`config.mk`:
```
export PLATFORM = sky130hd
export DESIGN_NAME = dds_sweep_ctrl
export DESIGN_NICKNAME = d
export VERILOG_FILES = /design/src/rtl/dds_pkg.sv /design/src/rtl/dds_sweep_ctrl.sv
export SDC_FILE = /design/constraint.sdc
export NUM_CORES = 1
export LEC_CHECK = 0
export BUFFER_PORTS_ARGS = -buffer_cell sky130_fd_sc_hd__buf_2
export CAP_MARGIN = 40
export CORE_MARGIN = 2
export CORE_UTILIZATION = 60
export CTS_BUF_LIST = sky130_fd_sc_hd__clkbuf_4 sky130_fd_sc_hd__clkbuf_8
export DETAILED_ROUTE_END_ITERATION = 12
export PLACE_DENSITY = 0.81
export SLEW_MARGIN = 20
export SYNTH_ARGS = -nofsm -noshare
export SYNTH_HDL_FRONTEND = slang
export SYNTH_SLANG_ARGS = --single-unit
export TNS_END_PERCENT = 100
```
`constraint.sdc`:
```
create_clock -name clk -period 7.4 [get_ports clk]
set_input_delay 1.48 -clock clk [delete_from_list [all_inputs] [get_ports clk]]
set_output_delay 1.48 -clock clk [all_outputs]
set_load 0.02 [all_outputs]
```
`src/rtl/dds_pkg.sv`:
```
// Shared types and constants for the DDS sweep sequencer and its neighbours.
package dds_pkg;

  typedef enum logic [1:0] {
    IDLE  = 2'd0,
    ARM   = 2'd1,
    SWEEP = 2'd2,
    STOP  = 2'd3
  } state_t;

  localparam int PHASE_W_DEF = 32;
  localparam int DWELL_W_DEF = 16;

  localparam int unsigned F_CLK_HZ  = 27_000_000;
  // Increment for a ~30 kHz tone with a 32-bit accumulator at F_CLK_HZ
  localparam logic [31:0] INC_30KHZ = 32'd4772186;

endpackage

```
`src/rtl/dds_sweep_ctrl.sv`:
```
// Linear-chirp sequencer for the DDS/PWM sine generator; every frequency
// change lands on a PWM period boundary so duty cycles never glitch.
module dds_sweep_ctrl
  import dds_pkg::*;
#(
  parameter int PHASE_W = PHASE_W_DEF,
  parameter int DWELL_W = DWELL_W_DEF
) (
  input  logic               clk,
  input  logic               rst_n,
  input  logic               cfg_valid,
  output logic               cfg_ready,
  input  logic [PHASE_W-1:0] cfg_start_inc,
  input  logic [PHASE_W-1:0] cfg_stop_inc,
  input  logic [PHASE_W-1:0] cfg_step_inc,
  input  logic [DWELL_W-1:0] cfg_dwell,
  input  logic               cfg_repeat,
  input  logic               start,
  input  logic               abort,
  input  logic               pwm_wrap,
  output logic [PHASE_W-1:0] phase_inc,
  output logic               dds_en,
  output logic               busy,
  output logic               done
);

  // state | meaning
  // IDLE  | no sweep; a finished single sweep keeps its stop tone running
  // ARM   | sweep requested, waiting for the next PWM boundary
  // SWEEP | stepping phase_inc toward stop, one step per dwell
  // STOP  | aborting, gating the generator off at the next boundary

  state_t state_q, state_d;

  logic [PHASE_W-1:0] cfg_start_q, cfg_stop_q, cfg_step_q;
  logic [DWELL_W-1:0] cfg_dwell_q;
  logic               cfg_repeat_q;

  // Snapshot taken at start so a config write during the sweep cannot leak in
  logic [PHASE_W-1:0] run_start_q, run_stop_q, run_step_q;
  logic [DWELL_W-1:0] run_dwell_q;
  logic               run_repeat_q;

  logic [DWELL_W-1:0] dwell_cnt, dwell_d;
  logic               at_stop_q, at_stop_d;
  logic [PHASE_W-1:0] phase_d;
  logic               en_d, done_d, busy_d, ready_d;
  logic               load_run;
  logic               cfg_fire;

  logic [PHASE_W:0]   next_sum;
  logic               step_end;

  assign cfg_fire = cfg_valid & cfg_ready;

  // Carry or reaching stop clamps to stop; the increment never wraps
  assign next_sum = {1'b0, phase_inc} + {1'b0, run_step_q};
  assign step_end = next_sum[PHASE_W]
                  | (next_sum[PHASE_W-1:0] >= run_stop_q)
                  | (run_step_q == '0);

  always_comb begin
    state_d   = state_q;
    phase_d   = phase_inc;
    en_d      = dds_en;
    done_d    = 1'b0;
    dwell_d   = dwell_cnt;
    at_stop_d = at_stop_q;
    load_run  = 1'b0;

    unique case (state_q)
      IDLE: begin
        if (abort) begin
          if (dds_en) state_d = STOP;
        end else if (start) begin
          state_d  = ARM;
          load_run = 1'b1;
        end
      end

      ARM: begin
        if (abort) begin
          state_d = IDLE;
        end else if (pwm_wrap) begin
          state_d   = SWEEP;
          phase_d   = run_start_q;
          en_d      = 1'b1;
          dwell_d   = run_dwell_q;
          at_stop_d = 1'b0;
        end
      end

      SWEEP: begin
        if (abort) begin
          state_d = STOP;
        end else if (pwm_wrap) begin
          if (dwell_cnt != '0) begin
            dwell_d = dwell_cnt - 1'b1;
          end else if (at_stop_q) begin
            at_stop_d = 1'b0;
            if (run_repeat_q) begin
              phase_d = run_start_q;
              dwell_d = run_dwell_q;
            end else begin
              state_d = IDLE;
              done_d  = 1'b1;
            end
          end else if (step_end) begin
            phase_d   = run_stop_q;
            dwell_d   = run_dwell_q;
            at_stop_d = 1'b1;
          end else begin
            phase_d = next_sum[PHASE_W-1:0];
            dwell_d = run_dwell_q;
          end
        end
      end

      STOP: begin
        if (pwm_wrap) begin
          state_d   = IDLE;
          en_d      = 1'b0;
          phase_d   = '0;
          at_stop_d = 1'b0;
        end
      end

      default: state_d = IDLE;
    endcase

    busy_d  = (state_d != IDLE);
    ready_d = (state_d == IDLE);
  end

  always_ff @(posedge clk or negedge rst_n) begin
    if (!rst_n) begin
      state_q      <= IDLE;
      phase_inc    <= '0;
      dds_en       <= 1'b0;
      done         <= 1'b0;
      busy         <= 1'b0;
      cfg_ready    <= 1'b1;
      dwell_cnt    <= '0;
      at_stop_q    <= 1'b0;
      cfg_start_q  <= '0;
      cfg_stop_q   <= '0;
      cfg_step_q   <= '0;
      cfg_dwell_q  <= '0;
      cfg_repeat_q <= 1'b0;
      run_start_q  <= '0;
      run_stop_q   <= '0;
      run_step_q   <= '0;
      run_dwell_q  <= '0;
      run_repeat_q <= 1'b0;
    end else begin
      state_q   <= state_d;
      phase_inc <= phase_d;
      dds_en    <= en_d;
      done      <= done_d;
      busy      <= busy_d;
      cfg_ready <= ready_d;
      dwell_cnt <= dwell_d;
      at_stop_q <= at_stop_d;

      if (cfg_fire) begin
        cfg_start_q  <= cfg_start_inc;
        cfg_stop_q   <= cfg_stop_inc;
        cfg_step_q   <= cfg_step_inc;
        cfg_dwell_q  <= cfg_dwell;
        cfg_repeat_q <= cfg_repeat;
      end

      // Reads the pre-handshake values, so a same-cycle cfg write applies next time
      if (load_run) begin
        run_start_q  <= cfg_start_q;
        run_stop_q   <= cfg_stop_q;
        run_step_q   <= cfg_step_q;
        run_dwell_q  <= cfg_dwell_q;
        run_repeat_q <= cfg_repeat_q;
      end
    end
  end

endmodule

```
==> impl_metrics.json <==
{
  "clkLatencyLatePin_ns": 0.56,
  "whs_ns": 0.498,
  "initial_core_util_pct": 61.6,
  "yosys_warnings": 0,
  "layout_common_cells": "280 x dfrtp_1, 227 x mux2_2, 153 x buf_2",
  "vias": 10044,
  "place_area_sq_um": 15100,
  "required_ns": 7.86,
  "viasPerCell": 5.85,
  "routedWlPerCell_um": 18.5,
  "cts_root_buffer": "clkbuf_8",
  "worst_pin_slew_ns": 1.03,
  "cts_resized": 0,
  "nNetsFinal": 1561,
  "preCtsSetupSlack_ns": 1.74,
  "core_sq_um": 22800,
  "drive_gt1_share_pct": 34.8,
  "diodes": 0,
  "rows": 55,
  "fillers": 1629,
  "antenna_found_initial": 0,
  "multi_input_area_sq_um": 6560,
  "gp_congestion": 0.906,
  "cts_tree": "yes",
  "cp_cell_sequence": "ha_1 > fa_1 > a211oi_1 > o211a_1 > o21a_1 > o211ai_1 > a21oi_1 > o21ai_1 > a31oi_1 > o21ai_0 > xor2_1 > ha_1 > a21o_1 > a21oi_1 > o32ai_1 > or4_1 > a211o_1 > nor2_8 > nor2_2 > a222oi_1 > a21bo_1",
  "min_period_over_period_pct": 77.1,
  "hold_buffers": 0,
  "stdcell_area_sq_um": 16100,
  "highest_layer": "met4",
  "clk_path_buf_depth": 3,
  "crit_type": "reg2reg",
  "grt_pass1_vias": 10325,
  "slowest_stage": "nor2_8",
  "wl_met2_mm": 15.1,
  "rsz0062_at_grt": "false",
  "synth_nets": 1404,
  "ant_nets": 0,
  "worst-endpoint-arrival_ns": 6.16,
  "final_common_cell": "dfrtp_1",
  "finalCriticalPeriod_ns": 5.70,
  "die_area_sq_um": 24600,
  "area_delta_synth_final_pct": 14.9,
  "finalSetupTns_ns": 0,
  "dieWidth_um": 157,
  "max_stage_delay_ns": 0.59,
  "regArea_sq_um": 7030,
  "grt_max_degree": 176,
  "grt_pass1_wl_mm": 52.2,
  "synth_edf_count": 0,
  "dr.pass1.iters": 6,
  "cts.sink_count": 281,
  "outcome": "finished clean",
  "fmax_ghz": 0.175,
  "drt_iter0_drc": 711,
  "hp-class": "reg2reg",
  "final_hold_viol_count": 0,
  "hold_path.startpoint": "cfg_dwell_q[6]",
  "slew_headroom_pct": 31.5,
  "startpoint_type": "flop",
  "cp-end-kind": "flop",
  "grt_overflow": 0,
  "wl_met3_mm": 1.92,
  "crit_start": "phase_inc[0]",
  "fp.dieH_um": 157,
  "max_cap_viol_count": 0,
  "async_reset_ff_share_pct": 100,
  "clkSlewWorstSetupHoldPaths_ns": 0.06,
  "slew_viol_final": 0,
  "crit_fanout": 53,
  "yosysUniqueCellTypes": 74,
  "syn_inst": 1215,
  "worstReg2RegStart": "phase_inc[0]",
  "setup_viol": 0,
  "setup_ws_ns": 1.70,
  "post-cts-setup-buffers": 0,
  "hpwl_mm": 22.5,
  "drt_wl_total_mm": 31.8,
  "numCtsBuffers": 46,
  "io_buffers": 154,
  "drcViolationCount": 0,
  "ys_seq_elements": 281,
  "ys.flop_type": "dfrtp_1",
  "grt_usage_pct": 26.5,
  "fin_skew_ns": 0.0195,
  "synth_seq_area_share_pct": 50.1,
  "htree_num_levels": 2,
  "avgSynthCellArea_sq_um": 11.5,
  "wl_met1_mm": 14.0,
  "mappedNetlistArea_sq_um": 14000,
  "io_pins": 155
}
[worst paths after layout]
check	cells after the start	slack, ns	to
worst min register to register	1	0.50	cfg_dwell_q[6]
worst min-delay path	1	0.50	cfg_dwell_q[6]
worst max register to register	21	1.70	phase_inc[31]
min in group asynchronous	1	0.97	cfg_stop_q[16]
worst max-delay path	21	1.70	phase_inc[31]
max in group asynchronous	2	5.00	cfg_dwell_q[8]
[per-stage QoR]
| stage | util (%) | instances |
|---|---|---|
| 2_1_floorplan | - | 1215 |
| 3_3_place_gp | 66.0 | 1633 |
| 3_5_place_dp | 66.3 | 1637 |
| 4_1_cts | 70.7 | 1718 |
| 5_1_grt | 70.7 | 1718 |
| 6_report | 70.7 | 1718 |
[Yosys cell counts, types with 4 or more instances]
cell type	n	area share (%)
a211oi_1	7	0.37
a21o_1	18	0.96
a21oi_1	96	3.4
a22o_1	4	0.25
a22oi_1	20	1.1
a31oi_1	6	0.27
and2_1	7	0.31
and3_1	5	0.22
buf_1	9	0.24
buf_2	9	0.32
clkbuf_1	34	0.91
dfrtp_1	280	50
ha_1	69	6.2
inv_1	55	1.5
mux2_2	227	18
mux2i_1	5	0.36
nand2_1	50	1.3
nand3_1	15	0.54
nand4_1	13	0.58
nor2_1	68	1.8
nor3_1	16	0.57
nor4_1	11	0.49
o21a_1	6	0.32
o21ai_0	56	2.0
o21ai_1	9	0.32
o22a_1	4	0.25
o22ai_1	8	0.36
o31ai_1	5	0.27
or3_1	7	0.31
xnor2_1	15	0.94
xor2_1	14	0.87
[cell type report]
type	count	area share [%]
Tap cell	313	2.43
Sequential cell	281	43.7
Multi-Input combinational cell	824	40.7
Clock inverter	10	0.823
Inverter	55	1.28
Clock buffer	71	5.44
Timing Repair Buffer	164	5.63
[registers in the layout, indices dropped and copies added (netlist names)]
| name | flops |
|---|---|
| at_stop_q | 1 |
| busy | 1 |
| cfg_dwell_q | 16 |
| cfg_ready | 1 |
| cfg_repeat_q | 1 |
| cfg_start_q | 32 |
| cfg_step_q | 32 |
| cfg_stop_q | 32 |
| dds_en | 1 |
| done | 1 |
| dwell_cnt | 16 |
| phase_inc | 32 |
| run_dwell_q | 16 |
| run_repeat_q | 1 |
| run_start_q | 32 |
| run_step_q | 32 |
| run_stop_q | 32 |
| state_q | 2 |
[layer usage]
| layer | vias to the layer above | track usage (%) |
|---|---|---|
| li1 | 4742 | - |
| met1 | 4940 | 35.9 |
| met2 | 301 | 42.9 |
| met3 | 61 | 5.78 |
| met4 | 0 | 8.96 |
| met5 | - | 0 |
[cell families (layout without fill, tap and decap cells)]
family,Yosys count,count (layout),share of synthesized area (%)
xor gates and xnor gates,29,29,1.81
DFF,281,281,50.1
adders and majority gates,70,70,6.30
buffers and inverters,110,300,3.16
muxes,232,232,18.6
and+or+nand+nor,215,215,7.57
AOI/OAI and AO/OA,278,278,12.4
[worst max-delay path, delay by kind of cell, from the launching register on]
family,cells,cell delay [ns]
AOI/OAI and AO/OA,14,2.99
xor gates and xnor gates,1,0.17
adders and majority gates,3,0.85
DFF,1,0.40
and+or+nand+nor,3,1.20
Power is not shown: default switching activity piles up to over one toggle a cycle in this logic, so the estimate is an artifact.
